==> src/rtl/dmem_arb_pkg.sv <==
// Shared types and access-size codes for the data-memory arbiter.
package dmem_arb_pkg;

    typedef enum logic {
        CORE_PRI = 1'b0,
        DMA_PRI  = 1'b1
    } pri_state_e;

    typedef enum logic [1:0] {
        PORT_NONE = 2'd0,
        PORT_CORE = 2'd1,
        PORT_DMA  = 2'd2
    } port_e;

    localparam logic [2:0] MASK_B  = 3'b000;
    localparam logic [2:0] MASK_H  = 3'b001;
    localparam logic [2:0] MASK_W  = 3'b010;
    localparam logic [2:0] MASK_BU = 3'b100;
    localparam logic [2:0] MASK_HU = 3'b101;

endpackage

==> src/rtl/dmem_arbiter.sv <==
// Core/DMA arbiter in front of the single-port data memory: core priority with a
// DMA starvation guard, combinational grant, registered one-cycle read return.
module dmem_arbiter
    import dmem_arb_pkg::*;
#(
    parameter int ADDR_W       = 32,
    parameter int DATA_W       = 32,
    parameter int STARVE_LIMIT = 3
) (
    input  logic              clk,
    input  logic              rst_n,
    input  logic              c_req,
    input  logic              c_we,
    input  logic [ADDR_W-1:0] c_addr,
    input  logic [DATA_W-1:0] c_wdata,
    input  logic [2:0]        c_mask,
    output logic              c_gnt,
    output logic              c_rvalid,
    output logic [DATA_W-1:0] c_rdata,
    input  logic              d_req,
    input  logic              d_we,
    input  logic [ADDR_W-1:0] d_addr,
    input  logic [DATA_W-1:0] d_wdata,
    input  logic [2:0]        d_mask,
    output logic              d_gnt,
    output logic              d_rvalid,
    output logic [DATA_W-1:0] d_rdata,
    output logic              core_stall,
    output logic [ADDR_W-1:0] mem_addr,
    output logic [DATA_W-1:0] mem_wdata,
    output logic [2:0]        mem_mask,
    output logic              mem_wr_en,
    output logic              mem_rd_en,
    input  logic [DATA_W-1:0] mem_rdata
);

    localparam int              WAIT_W   = $clog2(STARVE_LIMIT + 1);
    localparam logic [WAIT_W-1:0] WAIT_MAX = WAIT_W'(STARVE_LIMIT);

    pri_state_e        pri_q;
    logic [WAIT_W-1:0] wait_q;
    logic [WAIT_W-1:0] w_wait_nxt;
    logic [DATA_W-1:0] rdata_q;
    port_e             rtag_q;
    logic              w_core_first;

    // The DMA can only win what the core did not take, so the grants never overlap.
    assign w_core_first = (pri_q == CORE_PRI);
    assign c_gnt        = c_req & (w_core_first | ~d_req);
    assign d_gnt        = d_req & ~c_gnt;
    assign core_stall   = c_req & ~c_gnt;

    // NOTE: every always_comb output gets a default first so no latch is inferred.
    always_comb begin
        mem_addr  = '0;
        mem_wdata = '0;
        mem_mask  = '0;
        mem_wr_en = 1'b0;
        mem_rd_en = 1'b0;
        if (c_gnt) begin
            mem_addr  = c_addr;
            mem_wdata = c_wdata;
            mem_mask  = c_mask;
            mem_wr_en = c_we;
            mem_rd_en = ~c_we;
        end else if (d_gnt) begin
            mem_addr  = d_addr;
            mem_wdata = d_wdata;
            mem_mask  = d_mask;
            mem_wr_en = d_we;
            mem_rd_en = ~d_we;
        end
    end

    always_comb begin
        w_wait_nxt = '0;
        if (d_req && !d_gnt) begin
            w_wait_nxt = (wait_q == WAIT_MAX) ? wait_q : wait_q + WAIT_W'(1);
        end
    end

    // NOTE: state is updated with non-blocking assignments so every register samples pre-edge values.
    always_ff @(posedge clk or negedge rst_n) begin
        if (!rst_n) begin
            pri_q   <= CORE_PRI;
            wait_q  <= '0;
            rdata_q <= '0;
            rtag_q  <= PORT_NONE;
        end else begin
            wait_q <= w_wait_nxt;
            case (pri_q)
                CORE_PRI: if (w_wait_nxt == WAIT_MAX) pri_q <= DMA_PRI;
                DMA_PRI:  if (d_gnt || !d_req) pri_q <= CORE_PRI;
                default:  pri_q <= CORE_PRI;
            endcase
            rtag_q <= PORT_NONE;
            if (c_gnt && !c_we) begin
                rtag_q  <= PORT_CORE;
                rdata_q <= mem_rdata;
            end else if (d_gnt && !d_we) begin
                rtag_q  <= PORT_DMA;
                rdata_q <= mem_rdata;
            end
        end
    end

    assign c_rvalid = (rtag_q == PORT_CORE);
    assign d_rvalid = (rtag_q == PORT_DMA);
    assign c_rdata  = rdata_q;
    assign d_rdata  = rdata_q;

endmodule

==> config.mk <==
export PLATFORM = sky130hd
export DESIGN_NAME = dmem_arbiter
export DESIGN_NICKNAME = d
export VERILOG_FILES = /design/src/rtl/dmem_arb_pkg.sv /design/src/rtl/dmem_arbiter.sv
export SDC_FILE = /design/constraint.sdc
export NUM_CORES = 1
export LEC_CHECK = 0
export ABC_AREA = 1
export BUFFER_PORTS_ARGS = -buffer_cell sky130_fd_sc_hd__buf_2
export CORE_AREA = 4 4 117 119
export CTS_BUF_LIST = sky130_fd_sc_hd__clkbuf_16
export DETAILED_ROUTE_END_ITERATION = 6
export DIE_AREA = 0 0 121 123
export SYNTH_ARGS = -nofsm -noshare
export SYNTH_HDL_FRONTEND = slang
export SYNTH_SLANG_ARGS = --single-unit
==> constraint.sdc <==
create_clock -name clk -period 1.9 [get_ports clk]
set_input_delay 0.38 -clock clk [delete_from_list [all_inputs] [get_ports clk]]
set_output_delay 0.38 -clock clk [all_outputs]
set_load 0.03 [all_outputs]
==> results of run 1 <==
critical path: cells and delay by family, from the launching register on:
family,cells,cell delay [ns]
flops,1,0.38
simple gates,5,0.42
buf+inv,4,0.47
layout make-up:
| type | count | area (µm²) | share of cell area (%) |
|---|---|---|---|
| Clock inverter | 3 | 17.5 | 0.342 |
| Inverter | 10 | 47.5 | 0.928 |
| Clock buffer | 5 | 125 | 2.44 |
| Tap cell | 172 | 215 | 4.20 |
| Sequential cell | 37 | 926 | 18.1 |
| Multi-Input combinational cell | 314 | 1450 | 28.2 |
| Timing Repair Buffer | 338 | 2350 | 45.8 |
Yosys cell counts, drive strengths merged:
cell / number / area (µm²)
nor2: 5 / 18.8
nand2: 273 / 1030
inv: 10 / 37.5
dfrtp: 37 / 926
nand3: 33 / 170
nor3: 1 / 5.00
nand3b: 1 / 11.3
buf: 47 / 337
clkbuf: 8 / 30.0
a21oi: 1 / 5.00
registers in the layout (all words and copies together), names as in the netlist:
register / count
c_rdata: 32
pri_q: 1
rtag_q: 2
wait_q: 2
power groups by stage:
stage / Sequential, µW / Combinational (µW) / Clock [µW]
after floorplan: 1170 / 869 / 0
after global placement: 984 / 1540 / 0
after detailed placement: 982 / 1540 / 0
after CTS: 972 / 1680 / 829
after global routing: 987 / 1890 / 856
final: 969 / 1780 / 806
per-layer routing:
layer	track usage [%]	wire, µm	share of wire, %
met2	26.8	7010	54
met1	16.5	4680	36
met4	2.97	221	1.7
met5	0	13	0.10
met3	3.71	1120	8.6
how the worst max path moves through the flow:
stage,start,to,slack [ns],cells past startpoint
floorplan,d_req,mem_addr[24],0.09,6
global placement,d_req,mem_wdata[17],0.06,10
detailed placement,d_req,mem_wdata[31],0.06,10
CTS,pri_q$_DFF_PN0_,mem_wdata[17],-0.03,9
global route,pri_q$_DFF_PN0_,mem_addr[15],-0.10,9
finish,pri_q$_DFF_PN0_,mem_addr[15],-0.04,9
cell families (layout without fill, tap and decap cells):
kind of cell | count (synthesis) | count (layout)
buffers and inverters | 65 | 356
AOI/OAI and AO/OA | 1 | 1
DFF | 37 | 37
and+or+nand+nor | 313 | 313
metrics by stage:
| stage | power, µW | setup TNS (ns) | std cells | util (%) | hold slack [ns] |
|---|---|---|---|---|---|
| global route | 3730 | -3.78 | 879 | 40.8 | 0.0898 |
| floorplan | 2040 | 0 | 416 | - | 0.0844 |
| finish | 3560 | -0.130 | 879 | 40.8 | 0.0651 |
| detailed placement | 2520 | 0 | 864 | 33.6 | 0.365 |
| CTS | 3480 | -0.341 | 874 | 37.6 | 0.0701 |
| global placement | 2520 | 0 | 864 | 33.6 | 0.361 |
repair_timing:
action                                  CTS  global route
gates resized for setup                  98           101
buffers inserted                          0             2
endpoints found under the setup margin   51            68
cloned                                    2             3
pin swaps                                 0            20
cell usage in the layout, fill, tap and decap left out:
cell type  synthesis  layout
clkinv_1           0       1
inv_4              0       1
buf_2              8     250
nand3_1           32      32
nand2_2            3      52
nand3_2            1       1
clkinv_4           0       1
nand2_1          270     210
clkinv_2           0       1
inv_8              0       1
buf_16             0       1
buf_8              0       1
nor3_1             1       1
buf_12             0       8
clkbuf_16          0       8
dfrtp_1           37      37
nand2_4            0      11
nor2_1             5       5
buf_4             36      13
bufbuf_16          0       1
a21oi_1            1       1
nand3b_2           1       1
inv_1              8       8
buf_6              2      61
==> reports/results.ini, run 1 <==
[status]
outcome = complete, but fails checks
violations = negative setup slack

[power]
intPower_uw = 2030
swShare_pct = 43.0
combPwrFrac_pct = 50.1
p_clk_share_pct = 22.7
power_density_mw_per_mm2 = 694
p_sw_uw = 1530
seq_power_share_pct = 27.3
p_leak_uw = 0.00314
ir_drop_mv = 0.396

[layout]
fillers = 1287
drive_above_1_share_pct = 58.3
fin_area_mm2 = 0.00512
syn2layout_area_growth_pct = 99.2
layout.nets = 878
num_antenna_cells = 0

[synthesis]
syn-num-nets = 588
ys_ff_latch = 37
ys_types = 16
synth.avg_cell_area_um2 = 6.18
synth_fa_ha_area_share_pct = 0
synth_warnings = 0
synthSimpleGateAreaFrac_pct = 48.1
syn-instance-count = 416
synth_compound_area_share_pct = 0.195
synth-xor-area-share_pct = 0
synth_top_family_by_area = simple AND/OR/NAND/NOR gates
syn_area_mm2 = 0.00257
ys_seq_area_share_pct = 36.0
synth_mux_area_share_pct = 0

[critical_path]
reg2reg_from = pri_q$_DFF_PN0_
reg2reg_to = c_rdata[9]$_DFFE_PN0P_
critPathKind = reg2out
rrSetupSlack_ns = 0.50
slowest_delay_ns = 0.38
start_kind = register
rr_worst_depth = 7
cpMaxStageDelayCell = dfrtp_1
end_kind = primary output
cp_data_required_time_ns = 1.52
cp.arrival_ns = 1.56
cp_max_fo = 5
critical_path.cell_chain = nand2_2, nand2_4, nand2_4, inv_8, buf_12, buf_4, nand2_1, nand2_1, buf_6

[placement]
place_area_mm2 = 0.00422
io_buffers = 309
place_hpwl_um = 9510
dp_slack_ns = 0.0580
gp_congestion = 0.794

[floorplanning]
fp.dieArea_mm2 = 0.0149
core-area_mm2 = 0.0126
rows = 41
die_y_um = 123
ios = 310
initial_utilization_pct = 20.5
die_x_um = 121

[timing]
hold_violations = 0
fin_ws_ns = -0.0371
min_period_over_period_pct = 102
fin_skew_ns = 0.00292
rsz0062_at_grt = yes
worst_slew_pin_slew_ns = 0.356
max_slew_margin_pct = 76.3
fmax_mhz = 516
fin_crit_ns = 1.94
drv_slew = 0
final-setup-viol-count = 16

[global_route]
grt_pass1_vias = 3218
grt_max_degree = 38
grt_usage_pct = 14.4
grt_pass1_wl_um = 17100
grt_antenna_before_repair = 1
overflow = 0

[drt]
vias_per_cell = 4.13
dr.pass1.iters = 6
wl_per_cell_um = 14.8
vias = 3631
drc = 0
ant_nets = 0
wl_um = 13000
drtIter0Drc = 135

[clock_network]
cts_hold_buf = 0
cts_tree = yes
cts_buffer_depth = 2
htreeDepth = 2
clk_latency_ns = 0.28
clock-sinks = 37
cts-root-buf = clkbuf_16
cts_buffers = 5
clk_pin_slew_ns = 0.06

[run]
cap_violations = 0

[min_path]
hold_class = in2async

No activity file was read; power rests on OpenSTA's default activity.
==> run 2: changes to the inputs <==
- CORE_AREA: 4 4 117 119 -> 4 4 119 121
- CTS_BUF_LIST: sky130_fd_sc_hd__clkbuf_16 -> sky130_fd_sc_hd__clkbuf_2
- DIE_AREA: 0 0 121 123 -> 0 0 123 125
==> reports/results.ini, run 2 (synthesis gave the netlist of run 1 again) <==
[status]
outcome = complete, but fails checks
violations = negative setup slack

[clock_network]
cts_buffer_depth = 2
cts_buffers = 5
cts-root-buf = clkbuf_2
clock-sinks = 37
clk_latency_ns = 0.37
cts_tree = yes
clk_pin_slew_ns = 0.22
htreeDepth = 2

[critical_path]
critical_path.cell_chain = nand2_2, nand2_4, nand2_8, clkinv_8, clkbuf_16, nand2_1, nand2_1, buf_6
crit_top_cell = nand2_1
reg2reg_from = pri_q$_DFF_PN0_
reg2reg_to = c_rdata[24]$_DFFE_PN0P_
critPathKind = reg2out
cp_top_family = flip-flops
end_kind = primary output
cpMaxStageDelayCell = dfrtp_1
cp_max_fo = 6
slowest_delay_ns = 0.44
crit_cells = 8
startpoint = pri_q$_DFF_PN0_
start_kind = register
worstSetupEndpoint = mem_wdata[9]
cp.arrival_ns = 1.63
cp_data_required_time_ns = 1.52
rr_worst_depth = 8
rrSetupSlack_ns = 0.38
critPathBufInv = 3

[timing]
fmax_mhz = 498
final-setup-viol-count = 68
drv_slew = 0
fin_ws_ns = -0.107
max_slew_margin_pct = 68.1
hold_violations = 0
worst_slew_pin_slew_ns = 0.479
min_period_over_period_pct = 106
fin_crit_ns = 2.01
rsz0062_at_grt = yes
final.setup.tns_ns = -3.71
fin_skew_ns = 0.0271

[global_route]
grt_antenna_before_repair = 1
grt_pass1_vias = 3263
overflow = 0
grt_usage_pct = 13.8
grt_max_degree = 38
grt_pass1_wl_um = 16900

[drt]
drtIter0Drc = 138
wl_per_cell_um = 14.4
wl_um = 12700
vias_per_cell = 4.12
dr.pass1.iters = 4
drc = 0
ant_nets = 0
vias = 3638

[placement]
place_hpwl_um = 9330
io_buffers = 309
gp_congestion = 0.951

[floorplanning]
ios = 310
core-area_mm2 = 0.0131
die_x_um = 123
initial_utilization_pct = 19.7
fp.dieArea_mm2 = 0.0154
die_y_um = 125
rows = 42

[power]
ir_drop_mv = 0.295
power_density_mw_per_mm2 = 627
p_leak_uw = 0.00305

[layout]
drive_above_1_share_pct = 55.8
layout_commonest_cell = buf_2
final_cell_mix = 238 x buf_2, 226 x nand2_1, 54 x buf_6
final_util_pct = 37.6
largest_reg_flops = 32
syn2layout_area_growth_pct = 91.5
fillers = 1408
num_antenna_cells = 0
layout.nets = 877

[min_path]
hold_class = in2reg
min_from = mem_rdata[12]

[run]
cap_violations = 0

## run 2: cell types whose count changed in the layout (fill, tap and decap cells not counted), moves of 2 or more
cell       change
inv_6          +2
nand2_1       +16
nand2_4        -3
buf_6          -7
clkbuf_16      -5
clkbuf_2       +5
nand2_2       -14
buf_4         +21
buf_2         -12
buf_12         -3
## run 2: power by group
part	total, µW	switching [µW]	internal [µW]
sequential	970	82.1	888
combinational	1750	1110	636
clock	370	283	87.5
## run 2: per-stage QoR
| step | area [µm²] | instances | power (µW) | hold slack, ns | worst slack (ns) |
|---|---|---|---|---|---|
| 5_1_grt | 4930 | 882 | 3260 | 0.119 | -0.184 |
| 6_report | 4930 | 882 | 3090 | 0.176 | -0.107 |
| 4_1_cts | 4640 | 878 | 3050 | 0.137 | -0.173 |
| 3_5_place_dp | 4120 | 862 | 2500 | 0.442 | 0.0954 |
| 3_3_place_gp | 4120 | 862 | 2490 | 0.435 | 0.107 |
| 2_1_floorplan | 2570 | 416 | 2040 | 0.0844 | 0.0928 |
## run 2: layout make-up
cell class	count	area, µm²	share of cell area, %
Sequential cell	37	926	18.8
Multi-Input combinational cell	314	1410	28.5
Inverter	10	55.1	1.12
Tap cell	176	220	4.47
Timing Repair Buffer	336	2270	46.0
Clock inverter	3	17.5	0.356
Clock buffer	5	25.0	0.508
Timing Repair inverter	1	8.76	0.178
## run 2: worst min-delay path, stage by stage
cell	delay [ns]
buf_2	0.07
nand2_1	0.04
nand2_1	0.04
## run 2: routing by layer
layer | wire, µm | share of wire, % | GRT usage [%]
met3 | 1210 | 9.5 | 3.21
met4 | 284 | 2.2 | 4.56
met2 | 6410 | 51 | 24.4
met5 | 7 | 0.055 | 0
met1 | 4760 | 38 | 16.4
## run 2: worst min-delay path by stage
stage,end,cells past startpoint
final,c_rdata[12]$_DFFE_PN0P_,3
after global routing,c_rdata[16]$_DFFE_PN0P_,3
after CTS,c_rdata[12]$_DFFE_PN0P_,3
after detailed placement,wait_q[0]$_DFF_PN0_,1
after global placement,wait_q[0]$_DFF_PN0_,1
after floorplan,c_rdata[0]$_DFFE_PN0P_,0
## run 2: repair_timing
action,in CTS,in global routing
pin swaps,4,12
endpoints found under the setup margin,70,71
hold buffers,1,0
resized for setup,125,73
setup buffers,5,1
gates cloned,2,4
hold endpoints to repair,12,0
==> run 3: changes to the inputs <==
- REMOVE_ABC_BUFFERS: default -> 1
==> reports/results.ini, run 3 (synthesis gave the netlist of run 1 again) <==
[status]
outcome = complete, but fails checks
violations = negative setup slack

[critical_path]
cp.arrival_ns = 1.63
rr_worst_depth = 8
startpoint = pri_q$_DFF_PN0_
worstSetupEndpoint = mem_addr[9]
cp_top_family = flip-flops
critical_path.cell_chain = nand2_2, nand2_4, nand2_4, clkinv_8, buf_12, nand2_1, nand2_1, buf_6
slowest_delay_ns = 0.42
cp_max_fo = 12
cp_data_required_time_ns = 1.52
critPathBufInv = 3
end_kind = primary output
critPathKind = reg2out
rrSetupSlack_ns = 0.28
cpMaxStageDelayCell = dfrtp_1
reg2reg_from = pri_q$_DFF_PN0_
reg2reg_to = c_rdata[12]$_DFFE_PN0P_
start_kind = register
crit_cells = 8

[floorplanning]
die_x_um = 123
ios = 310
initial_utilization_pct = 19.7
fp.dieArea_mm2 = 0.0154
die_y_um = 125
core-area_mm2 = 0.0131
rows = 42

[clock_network]
cts_tree = yes
cts-root-buf = clkbuf_2
htreeDepth = 2
cts_buffer_depth = 2
clock-sinks = 37
cts_buffers = 5
clk_latency_ns = 0.40
clk_pin_slew_ns = 0.17

[placement]
io_buffers = 309
gp_congestion = 0.908
place_hpwl_um = 10100

[timing]
final.setup.tns_ns = -5.95
worst_slew_pin_slew_ns = 0.461
fin_skew_ns = 0.00478
rsz0062_at_grt = yes
fin_ws_ns = -0.109
whs_ns = 0.159
drv_slew = 0
fmax_mhz = 498
min_period_over_period_pct = 106
fin_crit_ns = 2.01
hold_violations = 0
max_slew_margin_pct = 69.3
final-setup-viol-count = 70

[drt]
wl_um = 14000
drc = 0
vias = 3760
ant_nets = 0
wl_per_cell_um = 16.0
drtIter0Drc = 150
vias_per_cell = 4.29
dr.pass1.iters = 4

[layout]
syn2layout_area_growth_pct = 95.9
layout.nets = 872
drive_above_1_share_pct = 59.9
seq_area_um2 = 926
fillers = 1383
largest_reg_flops = 32
layout_commonest_cell = buf_2
final_cell_mix = 237 x buf_2, 196 x nand2_1, 73 x buf_6
multiInputGateArea_mm2 = 0.00146

[global_route]
grt_pass1_vias = 3486
grt_use_met3_pct = 4.52
grt_usage_pct = 16.3
grt_max_degree = 38
globalRoute.busiestLayer = met2
overflow = 0
grt_pass1_wl_um = 19400
met1_usage_pct = 20.3
use_met2_pct = 27.2
grt_antenna_before_repair = 2

[power]
p_leak_uw = 0.00303
ir_drop_mv = 0.450
power_density_mw_per_mm2 = 619

[run]
cap_violations = 0

[min_path]
hold_class = in2reg

-- run 3: cell count changes in the layout (fill, tap and decap cells not counted), sizes merged --
cell    before  now
clkbuf       8    7
inv         10    9
diode        0    1
buf        332  330
clkinv       4    2
-- run 3: what timing repair did --
item / 4_1_cts / 5_1_grt
gates resized for setup: 135 / 109
endpoints found under the hold margin: 37 / 0
setup endpoints to repair: 69 / 71
hold buffers: 1 / 0
setup buffers: 5 / 4
pin swaps: 5 / 10
cloned: 5 / 1
-- run 3: per-stage QoR --
stage / utilization, % / setup slack [ns] / cells / cell area (µm²) / total power (µW)
after CTS: 36.0 / -0.222 / 873 / 4710 / 3070
final: 38.5 / -0.109 / 877 / 5040 / 3120
after global routing: 38.5 / -0.248 / 876 / 5040 / 3300
after floorplan: - / -0.0448 / 361 / 2210 / 1870
after detailed placement: 31.2 / 0.0640 / 855 / 4080 / 2510
after global placement: 31.2 / 0.0630 / 855 / 4080 / 2510
-- run 3: worst min path at each step --
stage,from,endpoint,slack (ns),cells after the start
2_1_floorplan,rst_n,c_rdata[0]$_DFFE_PN0P_,0.08,0
3_3_place_gp,wait_q[0]$_DFF_PN0_,wait_q[0]$_DFF_PN0_,0.44,1
3_5_place_dp,wait_q[0]$_DFF_PN0_,wait_q[0]$_DFF_PN0_,0.44,1
4_1_cts,mem_rdata[17],c_rdata[17]$_DFFE_PN0P_,0.12,3
5_1_grt,mem_rdata[30],c_rdata[30]$_DFFE_PN0P_,0.11,3
6_report,mem_rdata[5],c_rdata[5]$_DFFE_PN0P_,0.16,3
-- run 3: area by class of cell --
cell class / instances / area share (%)
antenna: 1 / 0.0497
inverter: 10 / 1.09
sequential: 37 / 18.4
clock buffer: 6 / 0.596
multi-input combinational: 314 / 29.0
tap: 176 / 4.37
clock inverter: 1 / 0.0745
timing repair buffer: 332 / 46.5
-- run 3: worst min-delay path, stage by stage --
cell and delay (ns):
buf_2 0.07, nand2_1 0.04, nand2_1 0.04
-- run 3: where the power goes --
part	total (µW)	switching (µW)	leakage [µW]	internal, µW
clock network	337	251	0.0000265	85.7
logic	1810	1150	0.00255	661
registers	975	87.1	0.000461	888
-- run 3: layer usage --
metal	vias to the layer above	share of wire, %
li1	1795	-
met5	-	0.14
met2	224	47
met1	1712	39
met3	25	12
met4	4	2.2
